## config.mk

```make
export PLATFORM = sky130hd
export DESIGN_NAME = multi_key_debouncer
export DESIGN_NICKNAME = d
export VERILOG_FILES = /design/src/rtl/debounce_pkg.sv /design/src/rtl/debounce_channel.sv /design/src/rtl/multi_key_debouncer.sv
export SDC_FILE = /design/constraint.sdc
export NUM_CORES = 1
export LEC_CHECK = 0
export CAP_MARGIN = 5
export CORE_AREA = 4 4 41 43
export DETAILED_ROUTE_END_ITERATION = 8
export DIE_AREA = 0 0 45 47
export DONT_BUFFER_PORTS = 1
export HOLD_SLACK_MARGIN = 0.12
export PLACE_DENSITY = 0.82
export SLEW_MARGIN = 20
export SYNTH_ARGS = -nofsm -noshare
export SYNTH_HDL_FRONTEND = slang
export SYNTH_SLANG_ARGS = --single-unit
export TNS_END_PERCENT = 20
```

## constraint.sdc

```tcl
create_clock -name clk_i -period 2.4 [get_ports clk_i]
set_clock_uncertainty 0.1 [all_clocks]
set_input_delay 0.48 -clock clk_i [delete_from_list [all_inputs] [get_ports clk_i]]
set_output_delay 0.48 -clock clk_i [all_outputs]
set_load 0.01 [all_outputs]
```

## src/rtl/debounce_pkg.sv

```systemverilog
// Shared constants and helpers for the key debouncer family.
`timescale 1ns/1ps
package debounce_pkg;

  // Debounce window in clock cycles; never less than one cycle.
  function automatic int unsigned calc_deb_cycles(input int unsigned clk_mhz,
                                                  input int unsigned glitch_ns);
    int unsigned cycles;
    cycles = (glitch_ns * clk_mhz) / 1000;
    return (cycles < 1) ? 1 : cycles;
  endfunction

  function automatic int unsigned cnt_width(input int unsigned deb_cycles);
    return $clog2(deb_cycles + 1);
  endfunction

endpackage

```

## src/rtl/debounce_channel.sv

```systemverilog
// One key: synchroniser, stable-state register, debounce counter and press/release strobes.
`timescale 1ns/1ps
module debounce_channel
  import debounce_pkg::*;
#(
  parameter int unsigned DEB_CYCLES  = 1,
  parameter bit          ACTIVE_LOW  = 1'b1,
  parameter int unsigned SYNC_STAGES = 2
) (
  input  logic clk_i,
  input  logic srst_i,
  input  logic key_i,
  output logic state_o,
  output logic press_stb_o,
  output logic release_stb_o
);

  localparam int unsigned          CW       = cnt_width(DEB_CYCLES);
  localparam logic [CW-1:0]          CNT_LAST = CW'(DEB_CYCLES - 1);
  localparam logic [SYNC_STAGES-1:0] SYNC_RST = {SYNC_STAGES{ACTIVE_LOW}};

  logic [SYNC_STAGES-1:0] sync_q;
  logic                   raw_pressed;
  logic                   state_q, state_d;
  logic [CW-1:0]          cnt_q, cnt_d;
  logic                   press_q, press_d;
  logic                   release_q, release_d;

  // Sync chain resets to the released level so reset never looks like a press.
  always_ff @(posedge clk_i) begin
    if (srst_i) begin
      sync_q <= SYNC_RST;
    end else begin
      sync_q <= {sync_q[SYNC_STAGES-2:0], key_i};
    end
  end

  assign raw_pressed = sync_q[SYNC_STAGES-1] ^ ACTIVE_LOW;

  // Any match clears the counter; acceptance needs DEB_CYCLES consecutive mismatches.
  always_comb begin
    state_d   = state_q;
    cnt_d     = '0;
    press_d   = 1'b0;
    release_d = 1'b0;
    if (raw_pressed != state_q) begin
      if (cnt_q == CNT_LAST) begin
        state_d   = raw_pressed;
        press_d   = raw_pressed;
        release_d = ~raw_pressed;
      end else begin
        cnt_d = cnt_q + CW'(1);
      end
    end
  end

  always_ff @(posedge clk_i) begin
    if (srst_i) begin
      state_q   <= 1'b0;
      cnt_q     <= '0;
      press_q   <= 1'b0;
      release_q <= 1'b0;
    end else begin
      state_q   <= state_d;
      cnt_q     <= cnt_d;
      press_q   <= press_d;
      release_q <= release_d;
    end
  end

  assign state_o       = state_q;
  assign press_stb_o   = press_q;
  assign release_stb_o = release_q;

endmodule

```

## src/rtl/multi_key_debouncer.sv

```systemverilog
// NUM_KEYS independent debounce channels plus a combined any-pressed flag.
`timescale 1ns/1ps
module multi_key_debouncer
  import debounce_pkg::*;
#(
  parameter int unsigned NUM_KEYS       = 4,
  parameter int unsigned CLK_FREQ_MHZ   = 20,
  parameter int unsigned GLITCH_TIME_NS = 50,
  parameter int unsigned ACTIVE_LOW     = 1,
  parameter int unsigned SYNC_STAGES    = 2
) (
  input  logic                clk_i,
  input  logic                srst_i,
  input  logic [NUM_KEYS-1:0] key_i,
  output logic [NUM_KEYS-1:0] key_state_o,
  output logic [NUM_KEYS-1:0] key_pressed_stb_o,
  output logic [NUM_KEYS-1:0] key_released_stb_o,
  output logic                any_pressed_o
);

  localparam int unsigned DEB_CYCLES = calc_deb_cycles(CLK_FREQ_MHZ, GLITCH_TIME_NS);

  for (genvar k = 0; k < NUM_KEYS; k++) begin : g_chan
    debounce_channel #(
      .DEB_CYCLES (DEB_CYCLES),
      .ACTIVE_LOW (ACTIVE_LOW != 0),
      .SYNC_STAGES(SYNC_STAGES)
    ) u_chan (
      .clk_i        (clk_i),
      .srst_i       (srst_i),
      .key_i        (key_i[k]),
      .state_o      (key_state_o[k]),
      .press_stb_o  (key_pressed_stb_o[k]),
      .release_stb_o(key_released_stb_o[k])
    );
  end

  assign any_pressed_o = |key_state_o;

endmodule

```

**Word level (Yosys, flattened, before mapping)**

Cells that the tools add are included.

- Add/subtract/negate cells: 4
- Multipliers: 0
- Div/mod/pow operators: 0
- Magnitude comparators: 0
- Equality and inequality tests: 4
- Shifts and indexed selects: 0
- Muxes and demuxes: 0
- Bitwise gates (word level): 12
- Reductions and logical operators: 13

Operators by type and width:

| operator | number |
|---|---|
| $reduce_or 3->1 | 8 |
| $not 1->1 | 12 |
| $reduce_and 2->1 | 4 |
| $add 1x1->1 const B | 4 |
| $ne 1x1->1 | 4 |
| $reduce_or 4->1 | 1 |

- Register bits: 24
- Latch bits: 0
- Bits in writable memories: 0
- ROM bits: 0
- Output and inout bits: 13
- Word-level logic and storage cells: 53
- Memories: 0

**Logic depth before layout (Yosys ltp)**

Gate-level depths: netlist of run 1.

- Word-level depth: 4
- Mapped depth: 2

**Cells and area by module**

A second synthesis of run 1 with hierarchy kept.

- Cells, all modules: 61
- Area total of the unflattened synthesis: 688.2 um^2

By module, submodules not included:

| module | times used | cells an instance | area an instance (um^2) | sequential area each (um^2) |
|---|---|---|---|---|
| debounce_channel | 4 | 15 | 170.2 | 120.1 |
| multi_key_debouncer | 1 | 1 | 7.5 | 0.0 |

**Worst setup path before layout of run 1**

No wires, ideal clock.

- Kind: register to output
- Start point: reg g_chan[2].u_chan.state_q
- End point: out any_pressed_o
- Arrival: 0.886 ns
- Path slack: 0.934 ns
- Stages on the path, launching flop included: 2
- Path buffers: 0
- Path through: dfxtp_1 -> or4_1

- Cells in the longest elaborated chain, start to end: 1

RTL lines:

| item | line | source |
|---|---|---|
| start: declaration | debounce_channel.sv:24 | `logic state_q, state_d;` |
| start signal: assignment | debounce_channel.sv:64 | `state_q <= state_d;` |
| $reduce_or 4->1 | multi_key_debouncer.sv:38 | `assign any_pressed_o = \|key_state_o;` |
| end: declaration | multi_key_debouncer.sv:18 | `output logic any_pressed_o` |

Every way passes these cells.

**Final worst setup path of run 1**

Ends and elaborated chain as after synthesis.

==> results of run 1 <==
## cell families after synthesis
kind of cell / after synthesis / synth area share
buffers and inverters: 14 / 0.129
AND/OR/NAND/NOR: 29 / 0.208
other: 1 / 0.00494
AO/OA/AOI/OAI: 4 / 0.0264
flip-flops: 24 / 0.633
## routing by layer
metal,GRT usage,vias up
met5,0,-
met4,0.0877,0
met3,0.0498,2
met2,0.138,18
met1,0.111,177
li1,-,207
## what timing repair did
item / CTS / global route
hold endpoints to repair: 2 / 7
setup buffers: 0 / 0
hold buffers: 1 / 1
## area by class of cell
class | count | area [um^2] | share of cell area
multi-input combinational | 37 | 193 | 0.252
sequential | 24 | 480 | 0.628
tap | 15 | 18.8 | 0.0245
clock buffer | 3 | 22.5 | 0.0295
clock inverter | 1 | 30.0 | 0.0393
timing repair buffer | 2 | 20.0 | 0.0262
## final timing paths
check,from,to,slack (ns)
worst max-delay path,g_chan[2].u_chan.state_o$_SDFFE_PP0P_,any_pressed_o,0.53
worst min-delay path,srst_i,g_chan[0].u_chan.press_stb_o$_SDFF_PP0_,0.14
worst max register to register,g_chan[1].u_chan.sync_q[1]$_SDFF_PP1_,g_chan[1].u_chan.state_o$_SDFFE_PP0P_,1.42
worst min register to register,g_chan[3].u_chan.sync_q[0]$_SDFF_PP1_,g_chan[3].u_chan.sync_q[1]$_SDFF_PP1_,0.32
## through the flow
stage / instances / setup slack [ns] / hold WS (ns)
after floorplan: 75 / 0.934 / 0.289
after global placement: 76 / 0.873 / 0.291
after detailed placement: 76 / 0.869 / 0.295
after CTS: 81 / 0.512 / 0.123
after global routing: 82 / 0.471 / 0.125
final: 82 / 0.526 / 0.137
## where the power goes
| part | switching (uW) | internal, uW |
|---|---|---|
| Clock | 111 | 169 |
| Sequential | 9.97 | 412 |
| Combinational | 7.05 | 9.53 |
| Total | 128 | 590 |
## sequential cells by signal, summed over array words and instances, names as in the netlist
signal	count
g_chan.u_chan.cnt_q	4
g_chan.u_chan.state_o	4
g_chan.u_chan.press_stb_o	4
g_chan.u_chan.release_stb_o	4
g_chan.u_chan.sync_q	8
## worst reg2reg max path, stage by stage (launching register included)
cell and delay (ns):
dfxtp_1 0.35, or2_2 0.29, a21oi_1 0.17
## cell usage in the layout, fill, tap and decap left out
master / instances
a21oi_1: 4
bufinv_16: 1
clkbuf_4: 3
conb_1: 4
dfxtp_1: 24
dlygate4sd3_1: 2
nand2_1: 8
nor3_1: 4
nor4_1: 4
or2_2: 12
or4_1: 1
==> out/metrics.cfg, run 1 <==
[routing]
post_drt_wl_per_cell_um=11.8
wirelength_um=970
m1WireLength_um=406
drt_iter0_markers=2
highest_layer=met4
dr_wl_met3_um=103
drc=0
detail-route-antenna-nets=0
wl_met2_um=448
firstDrtPassIters=3
vias_per_cell=4.93
via_count=404

[yosys]
synth.area.top_cells=dfxtp_1, buf_4, or2_2, nand2_1, nor4_1
synth_area_leader_cell=dfxtp_1
ys_ff_latch=24
syn_avg_cell_area_um2=10.5
synthTopCellsByCount=dfxtp_1, buf_4, or2_2
yosys.cell_types.count=10
synth.cell_area_um2=759
synth_top_area_frac=0.633
synth_cells=72
ys_dominant_reg_cell=dfxtp_1
synth_warnings=0
seq_area_frac_synth=0.633
synth_most_common_cell=dfxtp_1
synth-edff-count=0
synthArstFlopShare=0

[placement]
port_buffers=0
dpl_cell_area_um2=692
place.gp.congestion=0.633
dpl.hpwl_um=644

[power_and_ir_drop]
vdd_drop_max_v=0.000424
leakage_uw=0.000289
p_per_area_nw_per_um2=938
p_total_uw=717

[finish]
fill_cells=120
diodes=0
fin_util=0.588
final_cell_area_um2=764
nNetsFinal=74
drive_gt1_frac=0.239
syn2layout_area_growth_pct=0.659

[clocking]
clk_pin_slew_worst_paths_ns=0.12
clk_latency_ns=0.30
tritoncts=done
clockRootBuffer=clkbuf_4
cts_sinks=24
ctsResizeCount=0
htreeDepth=1
clk_path_buf_depth=2
numCtsBuffers=3

[min_path]
min_path_type=in2reg
whs_path_depth=1

[worst_setup_path]
crit_path_cell_trace=or4_1
slowest_stage=or4_1
crit_type=reg2out
worst-path-buf-inv=0
required_ns=1.82
crit_cells=1
arrival_ns=1.29
crit_fanout=5
critPathTopFamily=simple AND/OR/NAND/NOR gates
critical-path-max-stage-delay_ns=0.60
reg2regPathDepth=2
cp-start-kind=flip-flop
endpoint_kind=output pin

[sta]
layout_min_cycle_time_ns=1.87
tns_ns=0
rsz0062_at_grt=false
slew_violations=0
finalSetupViolations=0
fin_crit_sh=0.781
fmax_ghz=0.534
hold_viol_final=0

[floorplan]
core_um2=1300
placementRows=13
die_h_um=47
fp.dieW_um=45
io_pins=19
start_util=0.584
dieArea_um2=2120

[global_route]
grt_first_pass_wirelength_um=1420
grt.total_usage=0.0994
grt_overflow_total=0
grt_max_degree=20
first_global_vias=359
grt_antenna_before_repair=0

[status]
outcome=finished, final reports clean

[run]
maxCapViolations=0

No activity file was read; power rests on OpenSTA's default activity.
==> run 2, diff against run 1 <==
--- a/config.mk
+++ b/config.mk
@@ -6,12 +6,12 @@
 export NUM_CORES = 1
 export LEC_CHECK = 0
 export CAP_MARGIN = 5
-export CORE_AREA = 4 4 41 43
+export CORE_MARGIN = 4
+export CORE_UTILIZATION = 51
 export DETAILED_ROUTE_END_ITERATION = 8
-export DIE_AREA = 0 0 45 47
 export DONT_BUFFER_PORTS = 1
 export HOLD_SLACK_MARGIN = 0.12
-export PLACE_DENSITY = 0.82
+export PLACE_DENSITY = 0.78
 export SLEW_MARGIN = 20
 export SYNTH_ARGS = -nofsm -noshare
 export SYNTH_HDL_FRONTEND = slang
==> constraint.sdc (replaced) <==
create_clock -name clk_i -period 1.7 [get_ports clk_i]
set_clock_uncertainty 0.1 [all_clocks]
set_input_delay 0.34 -clock clk_i [delete_from_list [all_inputs] [get_ports clk_i]]
set_output_delay 0.34 -clock clk_i [all_outputs]
set_load 0.01 [all_outputs]
==> run 2 against run 1 <==
- die area up 2.6%
- via count up 5.9%
- clock power up 2%
- count of clock-buffer cells in the layout up 1
- combinational power up 98%
- utilization down 0.36 points
- sequential power up 41%
- largest power group unchanged
==> out/metrics.cfg, run 2 (synthesis results as in run 1) <==
[finish]
multiInputGateArea_um2=196  ; was 193 um^2
nNetsFinal=77  ; was 74
top_register=g_chan.u_chan.sync_q  ; unchanged
syn2layout_area_growth_pct=3.79  ; was 0.659%
fill_cells=117  ; was 120
seqCellArea_um2=487  ; was 480 um^2
drive_gt1_frac=0.286  ; was 0.239
final_cell_area_um2=788  ; was 764 um^2
final_common_cell=dfxtp_1  ; unchanged
layout_common_cells=dfxtp_1, or2_2, nand2_1  ; unchanged
largest_reg_flops=8  ; unchanged
diodes=0  ; unchanged

[global_route]
grt_max_degree=21  ; was 20
first_global_vias=410  ; was 359
grt_antenna_before_repair=0  ; unchanged
grt_first_pass_wirelength_um=1640  ; was 1420 um
grt.total_usage=0.113  ; was 0.0994
grt_overflow_total=0  ; unchanged

[floorplan]
core_um2=1350  ; was 1300 um^2
dieArea_um2=2170  ; was 2120 um^2
start_util=0.563  ; was 0.584
placementRows=13  ; unchanged
die_h_um=46.6  ; was 47 um
fp.dieW_um=46.6  ; was 45 um
io_pins=19  ; unchanged

[worst_setup_path]
critical-path-max-stage-delay_ns=0.55  ; was 0.60 ns
required_ns=1.26  ; was 1.82 ns
cp-start-kind=flip-flop  ; unchanged
critPathTopFamily=simple AND/OR/NAND/NOR gates  ; unchanged
arrival_ns=1.23  ; was 1.29 ns
slowest_stage=or4_4  ; was or4_1
crit_type=reg2out  ; unchanged
worst-path-buf-inv=0  ; unchanged
r2r_slack_ns=0.77  ; was 1.42 ns
endpoint_kind=output pin  ; unchanged
reg2reg_from=g_chan[3].u_chan.sync_q[1]$_SDFF_PP1_  ; was g_chan[1].u_chan.sync_q[1]$_SDFF_PP1_
crit_fanout=5  ; unchanged
critical_path.startpoint=g_chan[3].u_chan.state_o$_SDFFE_PP0P_  ; was g_chan[2].u_chan.state_o$_SDFFE_PP0P_
crit_path_cell_trace=or4_4  ; was or4_1

[sta]
timing.final.ws_setup_ns=0.0296  ; was 0.526 ns
finalSetupViolations=0  ; unchanged
max_slew_margin=0.594
rsz0062_at_grt=true  ; was false
worstMarginPinSlew_ns=0.607
hold_viol_final=0  ; unchanged
fin_crit_sh=0.983
fmax_ghz=0.599
layout_min_cycle_time_ns=1.67
tns_ns=0  ; unchanged
slew_violations=0  ; unchanged

[routing]
drt_iter0_markers=5  ; was 2
detail-route-antenna-nets=0  ; unchanged
post_drt_wl_per_cell_um=11.5  ; was 11.8 um
firstDrtPassIters=4  ; was 3
wirelength_um=977  ; was 970 um
via_count=428  ; was 404
vias_per_cell=5.04  ; was 4.93
drc=0  ; unchanged

[status]
outcome=finished, final reports clean  ; unchanged

[placement]
place.gp.congestion=0.597  ; was 0.633
dpl_cell_area_um2=692  ; unchanged
port_buffers=0  ; unchanged
dp_worst_setup_slack_ns=0.301  ; was 0.869 ns

[clocking]
numCtsBuffers=3  ; unchanged
cts_sinks=24  ; unchanged
tritoncts=done  ; unchanged
clockRootBuffer=clkbuf_4  ; unchanged
cts_setup_buffers=0  ; unchanged
clk_pin_slew_worst_paths_ns=0.12  ; about the same
clk_path_buf_depth=2  ; unchanged
htreeDepth=1  ; unchanged
clk_latency_ns=0.30  ; about the same

[power_and_ir_drop]
vdd_drop_max_v=0.000632  ; was 0.000424 V
p_per_area_nw_per_um2=1150  ; was 938 nW/um^2
leakage_uw=0.000295  ; was 0.000289 uW

[min_path]
hold_path_startpoint=g_chan[1].u_chan.sync_q[0]$_SDFF_PP1_  ; was srst_i
min_path_type=reg2reg  ; was in2reg

[run]
maxCapViolations=0  ; unchanged

-- run 2: changes by cell type in the layout (fill, tap and decap cells not counted), sizes merged --
cell,change
bufinv,-1
clkbuf,+1
dlygate4sd3,+3
-- run 2: area by class of cell --
| class | count | share of cell area |
|---|---|---|
| sequential | 24 | 0.617 |
| clock buffer | 4 | 0.0460 |
| multi-input combinational | 37 | 0.249 |
| tap | 15 | 0.0238 |
| timing repair buffer | 5 | 0.0635 |
-- run 2: worst paths after layout --
kind / to / depth (start not counted)
worst min register to register: g_chan[1].u_chan.sync_q[1]$_SDFF_PP1_ / 1
worst max register to register: g_chan[3].u_chan.state_o$_SDFFE_PP0P_ / 2
worst min-delay path: g_chan[1].u_chan.sync_q[1]$_SDFF_PP1_ / 1
worst max-delay path: any_pressed_o / 1
-- run 2: per-layer routing --
metal,up-vias,part of all wire,GRT usage
li1,213,-,-
met1,190,0.40,0.118
met5,-,0,0
met3,2,0.089,0.0586
met4,0,0.0092,0.0511
met2,23,0.50,0.187
-- run 2: metrics by stage --
step | utilization | instances | hold WS, ns | total power (uW)
after CTS | 0.581 | 85 | 0.321 | 925
after global placement | 0.513 | 76 | 0.292 | 623
after global routing | 0.584 | 85 | 0.330 | 959
after floorplan | - | 75 | 0.289 | 631
final | 0.584 | 85 | 0.318 | 910
after detailed placement | 0.513 | 76 | 0.292 | 624
-- run 2: what timing repair did --
| action | in CTS | in global routing |
|---|---|---|
| gates resized for setup | 3 | 2 |
| endpoints found under the hold margin | 20 | 0 |
| hold buffers | 5 | 0 |
| gates cloned | 0 | 0 |
| endpoints found under the setup margin | 1 | 1 |
| pin swaps | 0 | 1 |
-- run 2: power by group --
group	internal, uW	switching [uW]
clock	131	153
combinational	19.4	13.5
sequential	580	14.1
==> run 3, diff against run 2 <==
--- a/config.mk
+++ b/config.mk
@@ -8,9 +8,9 @@
 export CAP_MARGIN = 5
 export CORE_MARGIN = 4
 export CORE_UTILIZATION = 51
+export CTS_BUF_LIST = sky130_fd_sc_hd__clkbuf_16
 export DETAILED_ROUTE_END_ITERATION = 8
 export DONT_BUFFER_PORTS = 1
-export HOLD_SLACK_MARGIN = 0.12
 export PLACE_DENSITY = 0.78
 export SLEW_MARGIN = 20
 export SYNTH_ARGS = -nofsm -noshare
==> run 3 against run 2 <==
- count of clock-buffer cells in the layout shrank 1
- sequential share of layout area increased by 0.29 points
- hold slack got worse by 0.27 ns
- non-clock buffer count shrank 5
- setup slack improved by 0.032 ns
- fmax up 2.0%
- critical path depth is the same
- critical endpoint unchanged
- highest routed layer unchanged
==> out/metrics.cfg, run 3 (synthesis results as in run 1) <==
[clocking]
cts_setup_buffers=0  ; unchanged
clockRootBuffer=clkbuf_16  ; was clkbuf_4
tritoncts=done  ; unchanged
clk_pin_slew_worst_paths_ns=0.06  ; was 0.12 ns
htreeDepth=1  ; unchanged
clk_path_buf_depth=2  ; unchanged
cts_sinks=24  ; unchanged
clk_latency_ns=0.25  ; was 0.30 ns
numCtsBuffers=3  ; unchanged

[floorplan]
core_um2=1350  ; unchanged
placementRows=13  ; unchanged
dieArea_um2=2170  ; unchanged
io_pins=19  ; unchanged
die_h_um=46.6  ; unchanged
fp.dieW_um=46.6  ; unchanged
start_util=0.563  ; unchanged

[finish]
top_register=g_chan.u_chan.sync_q  ; unchanged
largest_reg_flops=8  ; unchanged
finalNonFillerCells=80  ; was 85
final_common_cell=dfxtp_1  ; unchanged
drive_gt1_frac=0.246  ; was 0.286
seqCellArea_um2=480  ; was 487 um^2
nNetsFinal=72  ; was 77
multiInputGateArea_um2=196  ; unchanged
layout_common_cells=dfxtp_1, or2_2, nand2_1  ; unchanged
syn2layout_area_growth_pct=1.98  ; was 3.79%
diodes=0  ; unchanged
fill_cells=113  ; was 117

[worst_setup_path]
critPathTopFamily=simple AND/OR/NAND/NOR gates  ; unchanged
required_ns=1.26  ; about the same
crit_type=reg2out  ; unchanged
critical-path-max-stage-delay_ns=0.57  ; was 0.55 ns
arrival_ns=1.20  ; was 1.23 ns
reg2reg_from=g_chan[3].u_chan.sync_q[1]$_SDFF_PP1_  ; unchanged
crit_path_cell_trace=or4_4  ; unchanged
worst-path-buf-inv=0  ; unchanged
r2r_slack_ns=0.79  ; was 0.77 ns
r2r-end=g_chan[3].u_chan.state_o$_SDFFE_PP0P_  ; unchanged
critical_path.startpoint=g_chan[2].u_chan.state_o$_SDFFE_PP0P_  ; was g_chan[3].u_chan.state_o$_SDFFE_PP0P_
reg2regPathDepth=2  ; unchanged
cp-start-kind=flip-flop  ; unchanged
crit_fanout=5  ; unchanged
endpoint_kind=output pin  ; unchanged
slowest_stage=or4_4  ; unchanged

[global_route]
grt_overflow_total=0  ; unchanged
first_global_vias=343  ; was 410
grt.total_usage=0.101  ; was 0.113
grt_max_degree=21  ; unchanged
grt_first_pass_wirelength_um=1450  ; was 1640 um
grt_antenna_before_repair=0  ; unchanged

[sta]
rsz0062_at_grt=false  ; was true
tns_ns=0  ; unchanged
fin_crit_sh=0.963  ; was 0.983
fmax_ghz=0.611  ; was 0.599 GHz
slew_violations=0  ; unchanged
timing.final.ws_setup_ns=0.0621  ; was 0.0296 ns
hold_viol_final=0  ; unchanged
finalSetupViolations=0  ; unchanged
layout_min_cycle_time_ns=1.64  ; was 1.67 ns

[routing]
vias_per_cell=4.93  ; was 5.04
drt_iter0_markers=4  ; was 5
detail-route-antenna-nets=0  ; unchanged
wirelength_um=910  ; was 977 um
firstDrtPassIters=2  ; was 4
post_drt_wl_per_cell_um=11.4  ; was 11.5 um
via_count=394  ; was 428
drc=0  ; unchanged

[status]
outcome=finished, final reports clean  ; unchanged

[min_path]
whs_path_depth=1  ; unchanged
hold_path_startpoint=srst_i  ; was g_chan[1].u_chan.sync_q[0]$_SDFF_PP1_
hold_end=g_chan[0].u_chan.state_o$_SDFFE_PP0P_  ; was g_chan[1].u_chan.sync_q[1]$_SDFF_PP1_
min_path_type=in2reg  ; was reg2reg

[placement]
dp_worst_setup_slack_ns=0.301  ; unchanged
port_buffers=0  ; unchanged
dp_cells=76  ; unchanged
place.gp.congestion=0.597  ; unchanged

[power_and_ir_drop]
leakage_uw=0.000290  ; was 0.000295 uW
p_total_uw=1100  ; was 910 uW
p_per_area_nw_per_um2=1420  ; was 1150 nW/um^2
vdd_drop_max_v=0.00130  ; was 0.000632 V

[run]
maxCapViolations=0  ; unchanged

[run 3: power by group]
part | internal, uW | switching [uW] | total, uW
Sequential | 581 | 14.2 | 596
Clock | 313 | 174 | 487
Combinational | 11.9 | 6.18 | 18.1
[run 3: layout make-up]
class                           count  area share
Multi-Input combinational cell     37       0.254
Sequential cell                    24       0.620
Clock inverter                      1     0.00485
Tap cell                           15      0.0242
Clock buffer                        3      0.0969
[run 3: metal layers]
layer  vias to the layer above  part of all wire  track usage
li1                        202                 -            -
met1                       174              0.41        0.111
met2                        16              0.48        0.154
met3                         2              0.10       0.0703
met4                         0            0.0088       0.0341
met5                         -                 0            0
[run 3: worst reg2reg max path: cells and delay by family, from the launching register on]
family,cells,cell delay (ns)
DFF,1,0.33
and+or+nand+nor,1,0.29
AOI/OAI and AO/OA,1,0.13
[run 3: repair_timing]
action | 4_1_cts | 5_1_grt
hold buffers | 0 | 0
gates resized for setup | 0 | 1
setup endpoints to repair | 0 | 1
[run 3: worst max path at each step]
| stage | end | depth (start not counted) | slack (ns) |
|---|---|---|---|
| after global placement | any_pressed_o | 1 | 0.31 |
| final | any_pressed_o | 1 | 0.06 |
| after floorplan | any_pressed_o | 1 | 0.37 |
| after CTS | any_pressed_o | 1 | 0.03 |
| after global routing | any_pressed_o | 1 | 0.02 |
| after detailed placement | any_pressed_o | 1 | 0.30 |
[run 3: through the flow]
step / hold slack, ns / instance area, um^2 / util
6_report: 0.0526 / 774 / 0.574
5_1_grt: 0.0387 / 774 / 0.574
4_1_cts: 0.0465 / 771 / 0.571
3_5_place_dp: 0.292 / 692 / 0.513
3_3_place_gp: 0.292 / 692 / 0.513
2_1_floorplan: 0.289 / 771 / -
==> patch 1, RTL diff (flow settings as in run 2) <==
`ACTIVE_LOW` is set to 1 in 2 places; all go to 0.
--- a/src/rtl/debounce_channel.sv
+++ b/src/rtl/debounce_channel.sv
@@ -4,7 +4,7 @@
   import debounce_pkg::*;
 #(
   parameter int unsigned DEB_CYCLES  = 1,
-  parameter bit          ACTIVE_LOW  = 1'b1,
+  parameter bit          ACTIVE_LOW  = 1'b0,
   parameter int unsigned SYNC_STAGES = 2
 ) (
   input  logic clk_i,
--- a/src/rtl/multi_key_debouncer.sv
+++ b/src/rtl/multi_key_debouncer.sv
@@ -6,7 +6,7 @@
   parameter int unsigned NUM_KEYS       = 4,
   parameter int unsigned CLK_FREQ_MHZ   = 20,
   parameter int unsigned GLITCH_TIME_NS = 50,
-  parameter int unsigned ACTIVE_LOW     = 1,
+  parameter int unsigned ACTIVE_LOW     = 0,
   parameter int unsigned SYNC_STAGES    = 2
 ) (
   input  logic                clk_i,
Formal check against the unedited RTL: not equivalent (Yosys sat finds a counterexample within 4 cycles, from zero or initial values and one cycle with srst_i high).
==> patch 1 against run 2 <==
- worst hold slack gained 0.027 ns
- total power is 6.0% lower
- sequential cell count did not move
- final area is the same
- worst setup slack improved by 0.0024 ns
- sequential power about the same
- register-to-register slack improved by 0.06 ns
- clock power decreased by 21%
- area after synthesis up 0.99%
- routed wire length shrank 7.9%
- global-route usage down 1.4 points
==> patch 1: results (changes against run 2) <==
Global routing
  • GR met1 Demand/Resource: 13.1% (+1.3 points)
  • Vias in the first global route: 328 (-20%)
  • Met3 GRT Util: 5.36% (-0.50 points)
  • GRT Util Overall: 9.91% (-1.4 points)
  • Largest net degree at the start of global routing: 20 (-4.8%)
  • First-pass GRT wire length: 1.51 mm (-8.0%)
  • Initial antenna violation count: 0 (unchanged)
  • GR met2 Demand/Resource: 13.8% (-4.9 points)

Finish
  • Nets: 70 (-9.1%)
  • # diodes: 0 (unchanged)
  • Layout cells sized above 1: 11.3% (-17 points)
  • Max reg flops: 8 (unchanged)
  • Largest reg by FF count: g_chan.u_chan.sync_q

Routing
  • Iteration-0 DRC Markers: 6 (+1)
  • Drt wl/cell: 11.7 um (+1.7%)
  • Vias per cell: 4.87 (-3.3%)
  • Top Layer Used: met3
  • Met1 wire length: 408 um (+4.1%)
  • Met3 WL: 80 um (-8.0%)
  • DRT Pass-1 Iters: 4 (unchanged)
  • Met2 Wirelength: 411 um (-16%)

Synthesis
  • Top area cells in the synthesized netlist: dfxtp_1, buf_4, nor4b_1
  • Fraction of registers with async set/reset: 0% (unchanged)
  • Top_reg_cell synth: dfxtp_1
  • Mux cell area share after synthesis: 5.22% (+5.2 points)
  • Synth unique cells: 11 (+1)
  • Commonest cells post-synth: dfxtp_1, buf_4, nor4b_1, nor2b_1
  • Xor-xnor portion of the synthesized cell area: 0% (unchanged)
  • Synth Area in Compound Gates: 0% (-2.6 points)
  • Part of the Yosys area used for sequential elements: 62.6% (-0.62 points)

Placement
  • Hpwl dp: 592 um
  • Gpl congestion: 0.617 (+3.3%)
  • Post-Place Worst Slack: 0.294 ns (-0.00660 ns)
  • IO Port Bufs: 0 (unchanged)

Worst setup path
  • Worst R2R Start: g_chan[0].u_chan.state_o
  • FF-to-FF path depth: 1 (-1)
  • CP Launch Point: g_chan[2].u_chan.state_o
  • Crit-path max FO: 5 (unchanged)
  • Crit-path slowest cell: or4_4
  • Critical path's top delay family: simple AND/OR/NAND/NOR gates
  • CP Capture Point: any_pressed_o
  • R2r endpoint: g_chan[0].u_chan.release_stb_o
  • R2R Setup Slk: 0.83 ns (+0.06 ns)
  • Largest stage delay, worst path: 0.56 ns

STA
  • Min Tclk post-route: 1.67 ns (-0.00237 ns)
  • Headroom to the max-slew limit: 56.4% (-3.0 points)
  • Fin Hold WS: 0.345 ns (+0.0266 ns)

Pwr
  • Max rail drop VDD: 0.508 mV (-20%)
  • Leak: 0.312 nW (+5.8%)

Clock network
  • Clock root cell: clkbuf_4
  • Max Root-Sink Buffers: 2 (unchanged)
  • CTS H-Tree Depth: 1 (unchanged)
  • Clk Latency, worst-skew pair: 0.29 ns

Die
  • Die width: 46.8 um (+0.41%)

Hold path
  • Hold Path Class: register to register
  • Hold_sp: g_chan[0].u_chan.sync_q[0]
  • Worst hold path cell count: 1 (unchanged)
  • End of the worst hold path: g_chan[0].u_chan.sync_q[1]

Run status
  • Outcome: finished, final reports clean
[patch 1: cell types whose count changed after synthesis]
cell      before  now
nor4_1         4    0
nand2_1        8    0
nor3_1         4    0
clkbuf_1       2    1
and2b_1        0    1
nor2b_1        0    7
a21oi_1        4    0
nor4b_1        0    8
or2_2         12    0
buf_2          0    1
mux2i_1        0    4
nor2_1         0    4
[patch 1: cell type report]
class	instances	area, sq um
tap	15	18.8
sequential	24	484
fill	116	578
multi-input combinational	29	203
timing repair buffer	6	60.1
clock buffer	3	22.5
[patch 1: timing repair]
| action | in CTS | in global routing |
|---|---|---|
| pin swaps | 0 | 0 |
| gates resized for setup | 2 | 2 |
| hold buffers | 5 | 1 |
| hold endpoints to repair | 19 | 1 |
| setup endpoints to repair | 1 | 1 |
[patch 1: through the flow]
| step | utilization, % | area, sq um | instances | total power [W] |
|---|---|---|---|---|
| 6_report | 57.7 | 788 | 77 | 0.000855 |
| 5_1_grt | 57.7 | 788 | 77 | 0.000899 |
| 4_1_cts | 56.8 | 776 | 76 | 0.000860 |
| 3_5_place_dp | 51.1 | 698 | 68 | 0.000625 |
| 3_3_place_gp | 51.1 | 698 | 68 | 0.000624 |
| 2_1_floorplan | - | 778 | 67 | 0.000633 |
[patch 1: cells by family after synthesis]
logic type,Yosys count
buf+inv,14
flops,24
mux,4
other cells,1
simple gates,21
[patch 1: report_power, final]
| part | switching, W | internal, W | leakage [nW] | total [W] |
|---|---|---|---|---|
| registers | 0.0000140 | 0.000581 | 0.198 | 0.000595 |
| clock network | 0.000142 | 0.0000824 | 0.0138 | 0.000224 |
| logic | 0.0000136 | 0.0000222 | 0.100 | 0.0000358 |
==> patch 2, RTL diff (flow settings as in run 2) <==
Without the edit above. Put a register stage on the output `key_state_o`, without a reset. The value now appears one clock later. The other outputs are not delayed to match.
--- a/src/rtl/multi_key_debouncer.sv
+++ b/src/rtl/multi_key_debouncer.sv
@@ -20,6 +20,8 @@
 
   localparam int unsigned DEB_CYCLES = calc_deb_cycles(CLK_FREQ_MHZ, GLITCH_TIME_NS);
 
+  logic [NUM_KEYS-1:0] key_state_d;
+
   for (genvar k = 0; k < NUM_KEYS; k++) begin : g_chan
     debounce_channel #(
       .DEB_CYCLES (DEB_CYCLES),
@@ -29,13 +31,17 @@
       .clk_i        (clk_i),
       .srst_i       (srst_i),
       .key_i        (key_i[k]),
-      .state_o      (key_state_o[k]),
+      .state_o      (key_state_d[k]),
       .press_stb_o  (key_pressed_stb_o[k]),
       .release_stb_o(key_released_stb_o[k])
     );
   end
 
-  assign any_pressed_o = |key_state_o;
+  assign any_pressed_o = |key_state_d;
+
+  always_ff @(posedge clk_i) begin
+      key_state_o <= key_state_d;
+  end
 
 endmodule
 
Check against the original RTL: not equivalent (a bounded check fails within 4 cycles, from zero or initial values and one cycle with srst_i high).
==> patch 2 against run 2 <==
- critical path depth unchanged
- first-iteration DRC count up 60%
- area after synthesis up 6.6%
- worst setup slack better by 0.014 ns
- total power up 12%
- fmax up 0.82%
- synthesized cell count unchanged
- die area up 5.4%
- count of clock-buffer cells in the layout unchanged
- sequential cell count up 4
- routed wire length down 11%
- final area up 9.8%
- global-route usage down 1.9 points
- critical path type unchanged
- highest routed layer is now met3
==> patch 2: results (changes against run 2) <==
Hold path
  • End of the worst hold path: key_state_o[2]
  • Hold_sp: g_chan[2].u_chan.state_o
  • Worst hold path cell count: 0 (-1)

Finish
  • # diodes: 0 (unchanged)
  • Layout cells sized above 1: 25.7% (-2.9 points)
  • # fillers: 119 (+1.7%)
  • Nets: 81 (+5.2%)

Routing
  • Iteration-0 DRC Markers: 8 (+3)
  • Vias per cell: 4.77 (-5.3%)
  • Drt wl/cell: 9.63 um (-16%)
  • Via count: 429 (+0.23%)

Clock network
  • Gates resized, CTS repair: 1 (-2)

Global routing
  • GRT Util Overall: 9.44% (-1.9 points)
  • Vias in the first global route: 369 (-10%)
  • First-pass GRT wire length: 1.48 mm (-10%)

Pwr
  • Leak: 0.327 nW (+11%)
  • Power share of the sequential group: 67.7% (+2.5 points)
  • Net load switching power: 0.000194 W (+7.3%)
  • Max rail drop VDD: 0.438 mV (-31%)

STA
  • Headroom to the max-slew limit: 58.6% (-0.82 points)
  • Min Tclk post-route: 1.66 ns (-0.0135 ns)

Worst setup path
  • Worst R2R Start: g_chan[0].u_chan.cnt_q
  • FF-to-FF path depth: 2 (unchanged)
  • CP Launch Point: g_chan[2].u_chan.state_o
  • R2r endpoint: g_chan[0].u_chan.state_o

Synthesis
  • Top area cells in the synthesized netlist: dfxtp_1, or2_2, buf_4
  • Part of the Yosys area used for sequential elements: 69.2% (+6.0 points)
  • Commonest cells post-synth: dfxtp_1, or2_2, buf_4, nand2_1

Placement
  • Dpl cell area: 773 sq um (+12%)

Run status
  • Outcome: finished, final reports clean
## patch 2: metal layers
metal	vias to the layer above	part of all wire [%]	GRT usage (%)
met4	0	0	6.45
li1	228	-	-
met3	0	8.9	3.38
met1	187	48	11.5
met5	-	0	0
met2	14	43	13.7
## patch 2: kinds of logic (layout without fill, tap and decap cells)
logic type             after synthesis  count (layout)  share of synthesized area, %
buffers and inverters               10               9                          8.35
AO/OA/AOI/OAI                        4               4                          2.47
other                                1               4                         0.463
flip-flops                          28              28                          69.2
AND/OR/NAND/NOR                     29              29                          19.5
## patch 2: stage by stage
step	hold WS (ns)	worst slack (ns)
floorplan	0.271	0.376
global placement	0.276	0.361
detailed placement	0.292	0.346
CTS	0.315	0.00854
global route	0.308	-0.000171
finish	0.298	0.0431
## patch 2: power groups by stage
| stage | Clock [W] | Combinational (W) | Sequential [W] |
|---|---|---|---|
| after floorplan | 0 | 0.0000246 | 0.000702 |
| after global placement | 0 | 0.0000162 | 0.000705 |
| after detailed placement | 0 | 0.0000165 | 0.000706 |
| after CTS | 0.000312 | 0.0000322 | 0.000692 |
| after global routing | 0.000337 | 0.0000369 | 0.000696 |
| final | 0.000297 | 0.0000321 | 0.000692 |
## patch 2: how the worst max path moves through the flow
stage,endpoint,slack [ns],cells past startpoint
after floorplan,any_pressed_o,0.38,1
after global placement,any_pressed_o,0.36,1
after detailed placement,any_pressed_o,0.35,1
after CTS,any_pressed_o,0.009,1
after global routing,any_pressed_o,-0.0002,1
final,any_pressed_o,0.04,1
## patch 2: final cells by class
cell class	instances	area, sq um	share of cell area, %
well taps	16	20.0	2.31
multi-input cells	37	196	22.7
clock buffers	4	36.3	4.19
repair buffers	5	50.0	5.78
flip-flops and latches	28	563	65.0
